<file path="src/rtl/intr_capture.sv">
`timescale 1ns/1ps
`default_nettype none
// ============================================================================
// Module   : intr_capture
// Purpose  : Interrupt source front-end for the priority interrupt
//            controller. For each asynchronous interrupt line it:
//              - synchronizes the line;
//              - detects a rising edge or tracks the level (per source);
//              - latches edges into a pending register;
//              - presents pending & MASK to the controller.
//            The controller's service handshake clears edge-pending bits.
//            Software access is through an APB-style register port.
// Ports    : pclk/prst         - clock, asynchronous active-low reset
//            paddr/pwrite/penable/pwdata/prdata/pready/perror
//                              - register access port
//            irq_i             - raw asynchronous interrupt lines
//            intr_active_o     - pending & MASK, to the controller
//            intr_valid_i / intr_to_service_i / intr_serviced_i
//                              - service handshake from the controller
// Registers: 0 MASK, 1 EDGE_SEL, 2 PENDING (W1C, edge bits only),
//            3 RAW (RO), 4 OVERRUN (W1C), 5..7 error
// Revision : 1.0 - initial release
// ============================================================================
module intr_capture #(
    parameter int NUM_P_CTRLR = 16,
    parameter int SYNC_STAGES = 2,
    parameter int ADDR_W      = 3
) (
    input  logic                   pclk,
    input  logic                   prst,
    input  logic [ADDR_W-1:0]      paddr,
    input  logic                   pwrite,
    input  logic                   penable,
    input  logic [NUM_P_CTRLR-1:0] pwdata,
    output logic [NUM_P_CTRLR-1:0] prdata,
    output logic                   pready,
    output logic                   perror,
    input  logic [NUM_P_CTRLR-1:0] irq_i,
    output logic [NUM_P_CTRLR-1:0] intr_active_o,
    input  logic                   intr_valid_i,
    input  logic [NUM_P_CTRLR-1:0] intr_to_service_i,
    input  logic                   intr_serviced_i
);

    // ------------------------------------------------------------------
    // Register map
    // ------------------------------------------------------------------
    localparam logic [ADDR_W-1:0] c_ADDR_MASK     = ADDR_W'(0);
    localparam logic [ADDR_W-1:0] c_ADDR_EDGE_SEL = ADDR_W'(1);
    localparam logic [ADDR_W-1:0] c_ADDR_PENDING  = ADDR_W'(2);
    localparam logic [ADDR_W-1:0] c_ADDR_RAW      = ADDR_W'(3);
    localparam logic [ADDR_W-1:0] c_ADDR_OVERRUN  = ADDR_W'(4);

    // ------------------------------------------------------------------
    // State
    // ------------------------------------------------------------------
    logic [SYNC_STAGES-1:0][NUM_P_CTRLR-1:0] sync_q;
    logic [NUM_P_CTRLR-1:0]                  prev_q;

    logic [NUM_P_CTRLR-1:0] mask_q,     mask_d;
    logic [NUM_P_CTRLR-1:0] edge_sel_q, edge_sel_d;
    logic [NUM_P_CTRLR-1:0] pending_q,  pending_d;
    logic [NUM_P_CTRLR-1:0] overrun_q,  overrun_d;

    logic                   pready_q;
    logic                   perror_q;
    logic [NUM_P_CTRLR-1:0] prdata_q;

    // ------------------------------------------------------------------
    // Combinational wires
    // ------------------------------------------------------------------
    logic [NUM_P_CTRLR-1:0] w_sync;
    logic [NUM_P_CTRLR-1:0] w_rise;
    logic                   w_access;
    logic                   w_wr;
    logic                   w_wr_mask;
    logic                   w_wr_edge_sel;
    logic                   w_wr_pending;
    logic                   w_wr_overrun;
    logic                   w_addr_bad;
    logic [NUM_P_CTRLR-1:0] w_rdata;
    logic [NUM_P_CTRLR-1:0] w_svc_hit;
    logic [NUM_P_CTRLR-1:0] w_pend_clr;
    logic [NUM_P_CTRLR-1:0] w_ovr_clr;

    // ------------------------------------------------------------------
    // Synchronizer and previous-value flop. Stage 0 samples irq_i; the
    // last stage is the synchronized value used everywhere else.
    // ------------------------------------------------------------------
    always_ff @(posedge pclk or negedge prst) begin
        if (!prst) begin
            sync_q <= '0;
            prev_q <= '0;
        end else begin
            sync_q <= {sync_q[SYNC_STAGES-2:0], irq_i};
            prev_q <= sync_q[SYNC_STAGES-1];
        end
    end

    assign w_sync = sync_q[SYNC_STAGES-1];
    assign w_rise = w_sync & ~prev_q;

    // ------------------------------------------------------------------
    // Access decode. An access executes on any edge where penable is high
    // and the previous edge did not complete one, so a held penable yields
    // one access every second cycle.
    // ------------------------------------------------------------------
    assign w_access      = penable & ~pready_q;
    assign w_wr          = w_access & pwrite;
    assign w_wr_mask     = w_wr & (paddr == c_ADDR_MASK);
    assign w_wr_edge_sel = w_wr & (paddr == c_ADDR_EDGE_SEL);
    assign w_wr_pending  = w_wr & (paddr == c_ADDR_PENDING);
    assign w_wr_overrun  = w_wr & (paddr == c_ADDR_OVERRUN);
    assign w_addr_bad    = (paddr > c_ADDR_OVERRUN);

    always_comb begin
        w_rdata = '0;
        case (paddr)
            c_ADDR_MASK:     w_rdata = mask_q;
            c_ADDR_EDGE_SEL: w_rdata = edge_sel_q;
            c_ADDR_PENDING:  w_rdata = pending_q;
            c_ADDR_RAW:      w_rdata = w_sync;
            c_ADDR_OVERRUN:  w_rdata = overrun_q;
            default:         w_rdata = '0;
        endcase
    end

    // ------------------------------------------------------------------
    // Configuration registers
    // ------------------------------------------------------------------
    always_comb begin
        mask_d     = mask_q;
        edge_sel_d = edge_sel_q;
        if (w_wr_mask) begin
            mask_d = pwdata;
        end
        if (w_wr_edge_sel) begin
            edge_sel_d = pwdata;
        end
    end

    // Clear requests gathered as vectors; they only matter in edge mode.
    assign w_pend_clr = (w_wr_pending ? pwdata : '0) | w_svc_hit;
    assign w_ovr_clr  = w_wr_overrun ? pwdata : '0;

    // ------------------------------------------------------------------
    // Per-source pending / overrun next state.
    // A service index outside 0..NUM_P_CTRLR-1 matches no source, so it
    // is ignored without any explicit range check.
    // ------------------------------------------------------------------
    for (genvar k = 0; k < NUM_P_CTRLR; k++) begin : g_src
        logic pend_d;
        logic ovr_d;

        assign w_svc_hit[k] = intr_serviced_i & intr_valid_i &
                              (intr_to_service_i == NUM_P_CTRLR'(k));

        always_comb begin
            pend_d = pending_q[k];
            if (!edge_sel_q[k]) begin
                // Level mode follows the synchronized line; clears are moot.
                pend_d = w_sync[k];
            end else if (w_rise[k]) begin
                // A new edge beats a coincident clear so it is never lost.
                pend_d = 1'b1;
            end else if (w_pend_clr[k]) begin
                pend_d = 1'b0;
            end

            ovr_d = overrun_q[k];
            if (edge_sel_q[k] && w_rise[k] && pending_q[k]) begin
                ovr_d = 1'b1;
            end else if (w_ovr_clr[k]) begin
                ovr_d = 1'b0;
            end
        end

        assign pending_d[k] = pend_d;
        assign overrun_d[k] = ovr_d;
    end

    // ------------------------------------------------------------------
    // Register state and the access response
    // ------------------------------------------------------------------
    always_ff @(posedge pclk or negedge prst) begin
        if (!prst) begin
            mask_q     <= '0;
            edge_sel_q <= '0;
            pending_q  <= '0;
            overrun_q  <= '0;
            pready_q   <= 1'b0;
            perror_q   <= 1'b0;
            prdata_q   <= '0;
        end else begin
            mask_q     <= mask_d;
            edge_sel_q <= edge_sel_d;
            pending_q  <= pending_d;
            overrun_q  <= overrun_d;
            pready_q   <= w_access;
            // Response data is captured only at the access edge and held.
            if (w_access) begin
                prdata_q <= w_rdata;
                perror_q <= w_addr_bad;
            end
        end
    end

    // ------------------------------------------------------------------
    // Outputs
    // ------------------------------------------------------------------
    assign prdata        = prdata_q;
    assign pready        = pready_q;
    assign perror        = perror_q;
    assign intr_active_o = pending_q & mask_q;

endmodule
`default_nettype wire

</file>
<file path="config.mk">
export PLATFORM = sky130hd
export DESIGN_NAME = intr_capture
export DESIGN_NICKNAME = d
export VERILOG_FILES = /design/src/rtl/intr_capture.sv
export SDC_FILE = /design/constraint.sdc
export NUM_CORES = 1
export LEC_CHECK = 0
export ABC_AREA = 1
export BUFFER_PORTS_ARGS = -buffer_cell sky130_fd_sc_hd__buf_2
export CELL_PAD_IN_SITES_DETAIL_PLACEMENT = 2
export CELL_PAD_IN_SITES_GLOBAL_PLACEMENT = 2
export CORE_ASPECT_RATIO = 1.75
export CORE_MARGIN = 3
export CORE_UTILIZATION = 34
export DETAILED_ROUTE_END_ITERATION = 8
export PLACE_DENSITY = 0.8
export SLEW_MARGIN = 40
export SYNTH_ARGS = -nofsm -noshare
export SYNTH_HDL_FRONTEND = slang
export SYNTH_SLANG_ARGS = --single-unit
</file>
<file path="constraint.sdc">
create_clock -name pclk -period 1.4 [get_ports pclk]
set_input_delay 0.28 -clock pclk [delete_from_list [all_inputs] [get_ports pclk]]
set_output_delay 0.28 -clock pclk [all_outputs]
set_load 0.005 [all_outputs]
</file>
==> metrics.md <==
| Metric | Value |
|---|---|
| RSZ-0062 raised after global routing | `true` |
| Yosys reg bits | `130` |
| Post-synth top area share | `0.555` |
| Crit start category | `flip-flop` |
| Wirelength, routed | `26500 microns` |
| Outcome | `finished with violations` |
| Share of cells above drive strength 1 | `0.250` |
| Fin crit share | `1.00` |
| First-pass GRT wire length | `38900 microns` |
| Internal | `7.98 mW` |
| Vias in the first global route | `6745` |
| Worst-skew pair later-pin latency | `0.43 ns` |
| Fillers | `1884` |
| Clock buffer count from CTS | `17` |
| Critical path class | `reg -> out` |
| Number of antenna violations at the first check in global routing | `1` |
| Critical Path, Cell by Cell | `nand2_2 -> inv_2 -> buf_6` |
| Async SR Flop Fraction | `1.00` |
| Top cells by area, synth | `dfrtp_1 55%, nand2_1 12%, nand3_1 6.6%, inv_1 5.4%, o21ai_1 3.2%` |
| VDD IR max | `0.000937 V` |
| Mux share of post-synthesis cell area | `0` |
| Reg2Reg Depth | `7` |
| Post-synth top area cell | `dfrtp_1` |
| Fraction of the yosys area taken by sequential cells | `0.555` |
| # IOs | `91` |
| Kind of cell with the highest combined delay on the critical path | `flip-flops` |
| Simple-gate area share of the yosys netlist | `0.254` |
| Layout Nets | `916` |
| CTS sink cnt | `130` |
| Vias/cell | `5.51` |
| Synth cell types | `23` |
| Synth Area in XOR/XNOR | `0` |
| Largest net degree at the start of global routing | `43` |
| Syn Nets | `758` |
| Combinational power share | `0.175` |
| Routability cong. | `0.805` |
| Post-Syn Area | `5860 sq um` |
| Core Util, Final | `0.470` |
| Initial core utilization | `0.351` |
| Cells after Synth | `701` |
| Synth top cells by count | `193 x nand2_1, 130 x dfrtp_1, 85 x inv_1, 77 x nand3_1, 41 x nor2_1` |
| Final HPWL from detailed placement | `15400 microns` |
| Final Max Tran Viols | `0` |
| Layout area overhead | `33.7%` |
| Crit path time final | `1.41 ns` |
| Worst path depth | `3` |
| Hold Crit Class | `in -> reg` |
| Die height | `180 microns` |
| Leakage | `3.98 nW` |
| Syn Area/Cell | `8.36 sq um` |
| Max cap viols | `0` |
| CTS root buffer | `clkbuf_16` |
| Slew Limit Headroom | `0.707` |
| Violated checks | `negative setup slack` |
| Die area | `18900 sq um` |
| Setup violations, final | `3` |
| Worst path slowest cell | `dfrtp_2` |
| Critical Path End Type | `output port` |
| Die W | `105 microns` |
| FMAX | `0.711 GHz` |
| Clk pwr share | `0.410` |
| Critical Path RT | `1.12 ns` |
| Clock tree buffer depth | `2` |
| Post-DRT Antenna Nets | `0` |
| Compound-Gate Fraction of Synth Area | `0.103` |
| Detailed Routing Iterations Pass 1 | `4` |
| Sw Ratio | `0.309` |
| Synth Area in Adders | `0` |
| Port bufs | `90` |
| Final Hold Viols | `0` |
| Setup ws final | `-0.00674 ns` |
| Power per cell area | `1470 nW/um^2` |
| Iter 0 DRT Violations | `332` |
| H-tree depth | `4` |
| Routed wire per std cell | `24.2 microns` |
| Core Region | `16700 sq um` |
| Slowest stage delay, CP | `0.44 ns` |
| Ys flop type | `dfrtp_1` |
| Switch Pwr | `3.57 mW` |
| Hold Path Depth | `4` |
| GR Util All Layers | `0.270` |
| WP buf/inv | `2` |
| Most common cell in the synthesized netlist | `nand2_1` |
| CTS clk-pin slew, worst paths | `0.06 ns` |
| CTS tree | `done` |
| WHS | `0.138 ns` |
| Synth Warn # | `0` |
| Crit path max fanout | `3` |
| Largest family of logic cells by synthesized area | `simple AND/OR/NAND/NOR gates` |
| Worst EP arrival | `1.13 ns` |
| Drt drc | `0` |
| Slew @ Worst Pin | `0.440 ns` |
| GRT overflow | `0` |
| Number of flops mapped to enable cells by yosys | `0` |
| Via count | `6044` |
| Rows | `62` |
| Clk_skew | `0.00700 ns` |
| Setup TNS | `-0.0110 ns` |
| Sequential power share | `0.416` |
metrics by stage:
step / std cells / power (mW) / instance area (sq um) / setup WS [ns]
after floorplan: 701 / 5.55 / 5860 / 0.132
after global placement: 1025 / 6.24 / 6800 / -0.00962
after detailed placement: 1025 / 6.41 / 6800 / -0.0845
after CTS: 1080 / 11.3 / 7650 / -0.00842
after global routing: 1096 / 12.0 / 7840 / -0.0838
final: 1096 / 11.5 / 7840 / -0.00674
power groups by stage:
stage                     clock, mW  combinational [mW]  sequential, mW
after global placement            0                1.48            4.76
after global routing           4.94                2.22            4.85
after CTS                      4.75                1.80            4.77
after floorplan                   0               0.888            4.66
final                          4.73                2.02            4.80
after detailed placement          0                1.60            4.81
final cells by class:
| cell class | count | area [sq um] | share of cell area |
|---|---|---|---|
| clock buffer | 19 | 453 | 0.0578 |
| multi-input combinational | 453 | 2140 | 0.274 |
| sequential | 130 | 3260 | 0.416 |
| timing repair buffer | 168 | 1200 | 0.153 |
| tap | 224 | 280 | 0.0358 |
| antenna | 1 | 2.50 | 0.000319 |
| inverter | 89 | 339 | 0.0433 |
| clock inverter | 12 | 159 | 0.0203 |
per-layer routing:
layer  share of wire  track usage
met1            0.37        0.306
met2            0.54        0.480
met3           0.045       0.0438
met4           0.044        0.141
met5               0            0
placed cells by master (no fill, tap or decap), types with 3 or more instances in the layout:
cell type      count
nand3_4            4
buf_2             88
clkinvlp_4         5
bufinv_16          3
dfrtp_1          127
buf_6              8
o21ai_2           16
o21ai_1           44
o21ai_0           27
buf_4             48
dfrtp_2            3
nand3_1           74
a21oi_1           20
buf_12             7
inv_2              5
dlygate4sd3_1     17
nand2_1          191
clkinv_4           3
nand4_1           28
inv_1             82
nor2_1            41
clkbuf_16         17
worst register-to-register path, stage by stage, from the launching register on:
cell and delay (ns):
dfrtp_1 0.39, inv_2 0.09, nand3_4 0.12, nor2_4 0.19, buf_4 0.22, a21oi_1 0.11, nand2_1 0.10, nand2_1 0.06
flip-flops by register name, indices dropped and copies added, names as in the netlist:
register	cells
edge_sel_q	16
mask_q	16
overrun_q	16
pending_q	16
perror	1
prdata	16
pready	1
prev_q	16
sync_q	16
w_sync	16
worst paths after layout:
check,slack (ns),from,to
max,-0.007,pending_q[8]$_DFFE_PN0P_,intr_active_o[8]
min,0.14,pwdata[2],pending_q[2]$_DFFE_PN0P_
max reg2reg,0.01,pready$_DFF_PN0_,pending_q[15]$_DFFE_PN0P_
min reg2reg,0.35,sync_q[2]$_DFF_PN0_,w_sync[2]$_DFF_PN0_
max in group asynchronous,0.50,prst,prev_q[6]$_DFF_PN0_
min in group asynchronous,0.33,prst,sync_q[13]$_DFF_PN0_
kinds of logic after synthesis:
family,count (synthesis)
AOI/OAI and AO/OA,108
and+or+nand+nor,345
DFF,130
buffers and inverters,118
what timing repair did:
item	CTS	global route
buffers inserted	7	14
pin swaps	1	5
cloned	0	1
endpoints found under the setup margin	39	54
hold buffers	17	0
gates resized for setup	10	21
endpoints found under the hold margin	53	0
Note: power is estimated with default switching activity, not from simulation.
